`config.mk`:
```
export PLATFORM = sky130hd
export DESIGN_NAME = regbank_write_arbiter
export DESIGN_NICKNAME = d
export VERILOG_FILES = /design/src/rtl/regbank_pkg.sv /design/src/rtl/regbank_write_arbiter_rr_arbiter2.sv /design/src/rtl/regbank_write_arbiter.sv
export SDC_FILE = /design/constraint.sdc
export NUM_CORES = 1
export LEC_CHECK = 0
export ABC_CLOCK_PERIOD_IN_PS = 2400
export CAP_MARGIN = 10
export CORE_ASPECT_RATIO = 1.5
export CORE_MARGIN = 8
export CORE_UTILIZATION = 35
export DETAILED_ROUTE_END_ITERATION = 10
export SYNTH_ARGS = -nofsm -noshare
export SYNTH_HDL_FRONTEND = slang
export SYNTH_SLANG_ARGS = --single-unit
```
`constraint.sdc`:
```
create_clock -name clk -period 2.4 [get_ports clk]
set_clock_uncertainty 0.15 [all_clocks]
set_input_delay 0.72 -clock clk [delete_from_list [all_inputs] [get_ports clk]]
set_output_delay 0.72 -clock clk [all_outputs]
set_load 0.05 [all_outputs]
```
`src/rtl/regbank_pkg.sv`:
```
// Shared constants and types for the configuration register bank and its
// two-port write arbiter.
package regbank_pkg;

  localparam int DEF_ADDR_W   = 7;
  localparam int DEF_DATA_W   = 8;
  localparam int DEF_MAX_ADDR = 4;

  // Storage exists for exactly five live registers (data0..data4).
  localparam int NUM_REGS = 5;

  localparam int REG_EN_OUT_LO = 0;
  localparam int REG_EN_OUT_HI = 1;
  localparam int REG_EN_PWM_LO = 2;
  localparam int REG_EN_PWM_HI = 3;
  localparam int REG_PWM_DUTY  = 4;

  typedef enum logic {
    ST_IDLE  = 1'b0,
    ST_WRITE = 1'b1
  } state_t;

endpackage

```
`src/rtl/regbank_write_arbiter_rr_arbiter2.sv`:
```
// Two-way round-robin grant. On a tie the requester that did not win the
// previous grant is chosen. last_winner resets to B, so A wins the first tie.
// Grants are combinational and only asserted while i_en is high.
module rr_arbiter2
  import regbank_pkg::*;
(
  input  logic clk,
  input  logic rst,
  input  logic i_en,
  input  logic i_req_a,
  input  logic i_req_b,
  output logic o_grant_a,
  output logic o_grant_b
);

  logic r_last_b;

  // Combinational grant: a lone requester wins, a tie goes to the non-last winner.
  always_comb begin
    o_grant_a = i_en && i_req_a && (!i_req_b || r_last_b);
    o_grant_b = i_en && i_req_b && (!i_req_a || !r_last_b);
  end

  // Remember who won the most recent grant; a grant is always a handshake.
  always_ff @(posedge clk) begin
    if (rst) begin
      r_last_b <= 1'b1;
    end else if (o_grant_a || o_grant_b) begin
      r_last_b <= o_grant_b;
    end
  end

endmodule

```
`src/rtl/regbank_write_arbiter.sv`:
```
// Configuration register bank (five 8-bit registers) with a two-requester
// write arbiter. Port A is the SPI frame decoder, port B the configuration
// sequencer / debug path.
//
// Handshake: a requester holds valid/addr/data stable until it sees ready.
// ready is combinational, asserted only in IDLE and only for the granted
// requester; valid && ready is the transfer. The following cycle is WRITE
// (busy=1, both ready low), so at most one write every two cycles.
//
// Optional build macro: REGBANK_SHADOW_EN. When defined, WRITE updates a
// shadow copy and data0..data4 load from the shadow on any cycle with commit=1.
// When undefined, commit is ignored and WRITE updates data0..data4 directly.
module regbank_write_arbiter
  import regbank_pkg::*;
#(
  parameter int ADDR_W   = DEF_ADDR_W,
  parameter int DATA_W   = DEF_DATA_W,
  parameter int MAX_ADDR = DEF_MAX_ADDR
) (
  input  logic              clk,
  input  logic              rst,
  input  logic              a_valid,
  input  logic [ADDR_W-1:0] a_addr,
  input  logic [DATA_W-1:0] a_data,
  output logic              a_ready,
  input  logic              b_valid,
  input  logic [ADDR_W-1:0] b_addr,
  input  logic [DATA_W-1:0] b_data,
  output logic              b_ready,
  input  logic              commit,
  output logic              busy,
  output logic              err,
  output logic [DATA_W-1:0] data0,
  output logic [DATA_W-1:0] data1,
  output logic [DATA_W-1:0] data2,
  output logic [DATA_W-1:0] data3,
  output logic [DATA_W-1:0] data4,
  output state_t            o_dbg_state,
  output logic              o_dbg_winner_b
);

  state_t            r_state;
  logic [ADDR_W-1:0] r_addr;
  logic [DATA_W-1:0] r_data;
  logic              r_winner_b;
  logic              r_busy;
  logic              r_err;
  logic [DATA_W-1:0] r_live [NUM_REGS];

  logic              w_grant_a;
  logic              w_grant_b;
  logic              w_hs;
  logic [ADDR_W-1:0] w_sel_addr;
  logic [DATA_W-1:0] w_sel_data;
  logic              w_wr_en;

  rr_arbiter2 u_arb (
    .clk       (clk),
    .rst       (rst),
    .i_en      (r_state == ST_IDLE),
    .i_req_a   (a_valid),
    .i_req_b   (b_valid),
    .o_grant_a (w_grant_a),
    .o_grant_b (w_grant_b)
  );

  // Select the winning requester's payload and qualify the register write.
  always_comb begin
    w_hs       = w_grant_a || w_grant_b;
    w_sel_addr = w_grant_b ? b_addr : a_addr;
    w_sel_data = w_grant_b ? b_data : a_data;
    // Full-width unsigned compare so aliases like 0x44 are rejected.
    w_wr_en    = (r_state == ST_WRITE) && (r_addr <= ADDR_W'(MAX_ADDR));
  end

  assign a_ready        = w_grant_a;
  assign b_ready        = w_grant_b;
  assign busy           = r_busy;
  assign err            = r_err;
  assign o_dbg_state    = r_state;
  assign o_dbg_winner_b = r_winner_b;

  // Two-state FSM: latch the accepted request in IDLE, spend one WRITE cycle.
  always_ff @(posedge clk) begin
    if (rst) begin
      r_state    <= ST_IDLE;
      r_addr     <= '0;
      r_data     <= '0;
      r_winner_b <= 1'b0;
      r_busy     <= 1'b0;
      r_err      <= 1'b0;
    end else begin
      case (r_state)
        ST_IDLE: begin
          if (w_hs) begin
            r_addr     <= w_sel_addr;
            r_data     <= w_sel_data;
            r_winner_b <= w_grant_b;
            r_busy     <= 1'b1;
            r_err      <= (w_sel_addr > ADDR_W'(MAX_ADDR));
            r_state    <= ST_WRITE;
          end
        end
        ST_WRITE: begin
          r_busy  <= 1'b0;
          r_err   <= 1'b0;
          r_state <= ST_IDLE;
        end
        default: begin
          r_busy  <= 1'b0;
          r_err   <= 1'b0;
          r_state <= ST_IDLE;
        end
      endcase
    end
  end

`ifdef REGBANK_SHADOW_EN
  logic [DATA_W-1:0] r_shadow [NUM_REGS];

  // WRITE lands in the shadow copy only.
  always_ff @(posedge clk) begin
    if (rst) begin
      for (int i = 0; i < NUM_REGS; i++) r_shadow[i] <= '0;
    end else begin
      for (int i = 0; i < NUM_REGS; i++) begin
        if (w_wr_en && (r_addr == ADDR_W'(i))) r_shadow[i] <= r_data;
      end
    end
  end

  // commit copies the shadow as it stood before this edge, so a write in
  // the same cycle waits for the next commit.
  always_ff @(posedge clk) begin
    if (rst) begin
      for (int i = 0; i < NUM_REGS; i++) r_live[i] <= '0;
    end else if (commit) begin
      for (int i = 0; i < NUM_REGS; i++) r_live[i] <= r_shadow[i];
    end
  end
`else
  logic w_unused_commit;
  assign w_unused_commit = commit;

  // WRITE updates the live registers directly.
  always_ff @(posedge clk) begin
    if (rst) begin
      for (int i = 0; i < NUM_REGS; i++) r_live[i] <= '0;
    end else begin
      for (int i = 0; i < NUM_REGS; i++) begin
        if (w_wr_en && (r_addr == ADDR_W'(i))) r_live[i] <= r_data;
      end
    end
  end
`endif

  assign data0 = r_live[REG_EN_OUT_LO];
  assign data1 = r_live[REG_EN_OUT_HI];
  assign data2 = r_live[REG_EN_PWM_LO];
  assign data3 = r_live[REG_EN_PWM_HI];
  assign data4 = r_live[REG_PWM_DUTY];

endmodule

```
==> run summary, run 1 <==
outcome = finished clean
Total GRT Usage = 12.3%
CTS clk-pin slew, worst paths = 0.08 ns
drt wl/cell = 16.6 microns
Hold Vio Cnt, Final = 0
first-pass GRT wire length = 8760 microns
top cells by area, synth = edfxtp_1, dfxtp_1, nor3_1, o32ai_1, a311oi_1
Slew HR = 64.6%
Initial Utilization = 35.5%
CTS root buf = clkbuf_8
class of the worst hold path = reg -> reg
Antenna diodes = 0
area share of the largest cell type after synthesis = 52.8%
setup_tns = 0 ns
final WL = 5720 microns
Non-Filler Instances = 344
Num CTS Buffers = 9
Final Cycle Share = 98.6%
clk_lat worst skew = 0.33 ns
Slowest-stage cell, CP = clkdlybuf4s50_1
crit-path leading delay family = buffers and inverters
share of cells above drive strength 1 = 18.7%
Buffers on Ports = 79
vias per cell = 4.96
Area Growth Syn to Fin = 50.3%
Seq cells post-synth = 60
worst reg-to-reg path cell count = 3
Setup Viol. Count Final = 0
Yosys warning count = 0
leakage = 0.00129 uW
Worst Path Buf+Inv = 1
crit path from = r_live[0][22]$_DFFE_PP_
critical setup path kind = reg -> out
Max VDD drop = 0.341 mV
Final GP Congestion = 0.729
DRT iter0 DRCs = 96
worst slew pin tran = 0.530 ns
clock period minus worst slack = 2.37 ns
Hold Path Depth = 2
chip height = 115 microns
synthesized cell area = 2270 sq um
placed cell count = 328
hold buffer count at cts = 0
Core Footprint = 6400 sq um
critical path required time = 1.53 ns
CTS tree = done
Final ANT Viol Nets = 0
clk sinks = 60
vias in the first global route = 1748
Fmax = 423 MHz
CP peak stage delay = 0.81 ns
Tot Pwr = 2470 uW
RR Endpoint = r_live[0][28]$_DFFE_PP_
crit path DAT = 1.50 ns
# DRC = 0
r2r setup slk = 0.36 ns
final net count = 298
Synth area leader = edfxtp_1
buffer depth of the longest clock path = 2
sequential area share after synthesis = 70.4%
fin. max-slew vios = 0
Cells after Synth = 171
RSZ-0062 raised after global routing = false
CP Max Fanout = 1
max_cap viols = 0
Rows = 36
Vias = 1705
worst hold start = o_dbg_winner_b$_SDFFE_PP0P_
crit-path cells = clkdlybuf4s50_1
FF-to-FF Start = o_dbg_state$_SDFF_PP0_
largest net degree at the start of global routing = 18
synth unique cells = 27
Post-Syn Nets = 206
initial antenna violation count = 0
die footprint = 9380 sq um
Avg Cell Area, Syn = 13.3 sq um
Final HPWL DP = 4400 microns
IO Count = 81
Worst Hold End = o_dbg_winner_b$_SDFFE_PP0P_
drt first pass iters = 4
die span in x = 81.8 microns
PwrDens = 722 nW/um^2
grt ovf = 0
Worst Setup End Kind = primary output
startpoint types = register
H-Tree Depth = 3
flip-flops by register name, indices dropped and copies added, names as in the netlist:
name,flops
busy,1
err,1
o_dbg_state,1
o_dbg_winner_b,1
r_addr,7
r_data,8
r_live,40
u_arb.r_last_b,1
worst max path at each step:
stage	end	slack, ns	cells after the start
after floorplan	b_ready	0.06	4
after global placement	b_ready	-0.19	5
after detailed placement	b_ready	-0.21	5
after CTS	data2[6]	0.02	1
after global routing	data3[5]	0.004	1
final	data2[6]	0.03	1
cells by family after synthesis:
logic type	after synthesis	synth area share, %
buffers and inverters	16	2.92
AND/OR/NAND/NOR	58	14.5
AO/OA/AOI/OAI	37	12.1
flip-flops	60	70.4
cell type report:
type | count | area, sq um
clock buffers | 9 | 124
clock inverters | 7 | 51.3
fillers | 564 | 2980
inverters | 4 | 15.0
multi-input cells | 95 | 616
flip-flops and latches | 60 | 1600
well taps | 76 | 95.1
repair buffers | 93 | 915
timing repair:
action / 4_1_cts / 5_1_grt
setup buffers: 0 / 0
resized for setup: 5 / 2
setup endpoints to repair: 2 / 2
gates cloned: 0 / 0
report_power, final:
part           internal, uW  switching (uW)
clock network           377             409
logic                   192             286
registers              1170            33.0
total                  1740             728
Yosys cell counts:
| cell | number |
|---|---|
| nor4b_4 | 1 |
| nor2_1 | 12 |
| or3_1 | 1 |
| or4b_4 | 1 |
| nand3_1 | 7 |
| nand2_1 | 2 |
| a211o_1 | 1 |
| a2111oi_0 | 2 |
| nor2b_1 | 3 |
| nor3_1 | 16 |
| o32ai_1 | 8 |
| inv_1 | 4 |
| a311oi_1 | 7 |
| nand2b_1 | 2 |
| a21o_1 | 1 |
| a21oi_1 | 2 |
| nor4b_1 | 1 |
| a31o_2 | 4 |
| nor4_1 | 2 |
| buf_2 | 5 |
| o21ai_0 | 11 |
| and2_1 | 9 |
| edfxtp_1 | 40 |
| o21ba_2 | 1 |
| dfxtp_1 | 20 |
| clkbuf_1 | 7 |
| nor3_2 | 1 |
routing by layer:
metal / global-route usage (%) / wire length, microns / vias to the layer above
li1: - / - / 845
met1: 12.9 / 2250 / 785
met2: 20.8 / 2920 / 67
met3: 5.35 / 452 / 8
met4: 4.82 / 104 / 0
met5: 0 / 0 / -
cells in the final DEF (no fill, tap or decap), types with 2 or more instances in the layout:
cell	netlist	layout
clkbuf_8	0	9
nor2_1	12	11
nor4_1	2	2
o21ai_0	11	11
buf_4	0	20
dlymetal6s2s_1	0	2
nand3_1	7	7
inv_1	4	4
o32ai_1	8	8
edfxtp_1	40	40
a21oi_1	2	2
nor2b_1	3	2
a31o_2	4	4
clkdlybuf4s50_1	0	65
clkinv_4	0	2
buf_12	0	3
dlygate4sd2_1	0	2
dfxtp_1	20	20
a311oi_1	7	7
clkinvlp_4	0	2
nand2_1	2	2
a2111oi_0	2	2
nand2b_1	2	2
nor3_1	16	16
and2_1	9	9
clkinv_2	0	2
through the flow:
stage | utilization (%) | instance area, sq um | hold slack, ns | setup WS, ns
2_1_floorplan | - | 2280 | 0.326 | 0.0604
3_3_place_gp | 50.5 | 3230 | 0.322 | -0.192
3_5_place_dp | 50.5 | 3230 | 0.319 | -0.212
4_1_cts | 53.3 | 3410 | 0.334 | 0.0183
5_1_grt | 53.4 | 3420 | 0.372 | 0.00415
6_report | 53.4 | 3420 | 0.331 | 0.0340
tightest hold or removal path: cells and delay by family (launching register included):
kind,cells,cell delay (ns)
DFF,1,0.31
AOI/OAI and AO/OA,2,0.12
(Power assumes the default switching activity.)
==> run 2: changes to the inputs <==
CTS_CLUSTER_SIZE = 8   (was unset)
==> results of run 2 <==
Final layout, timing and power as in run 1 (identical DEF).
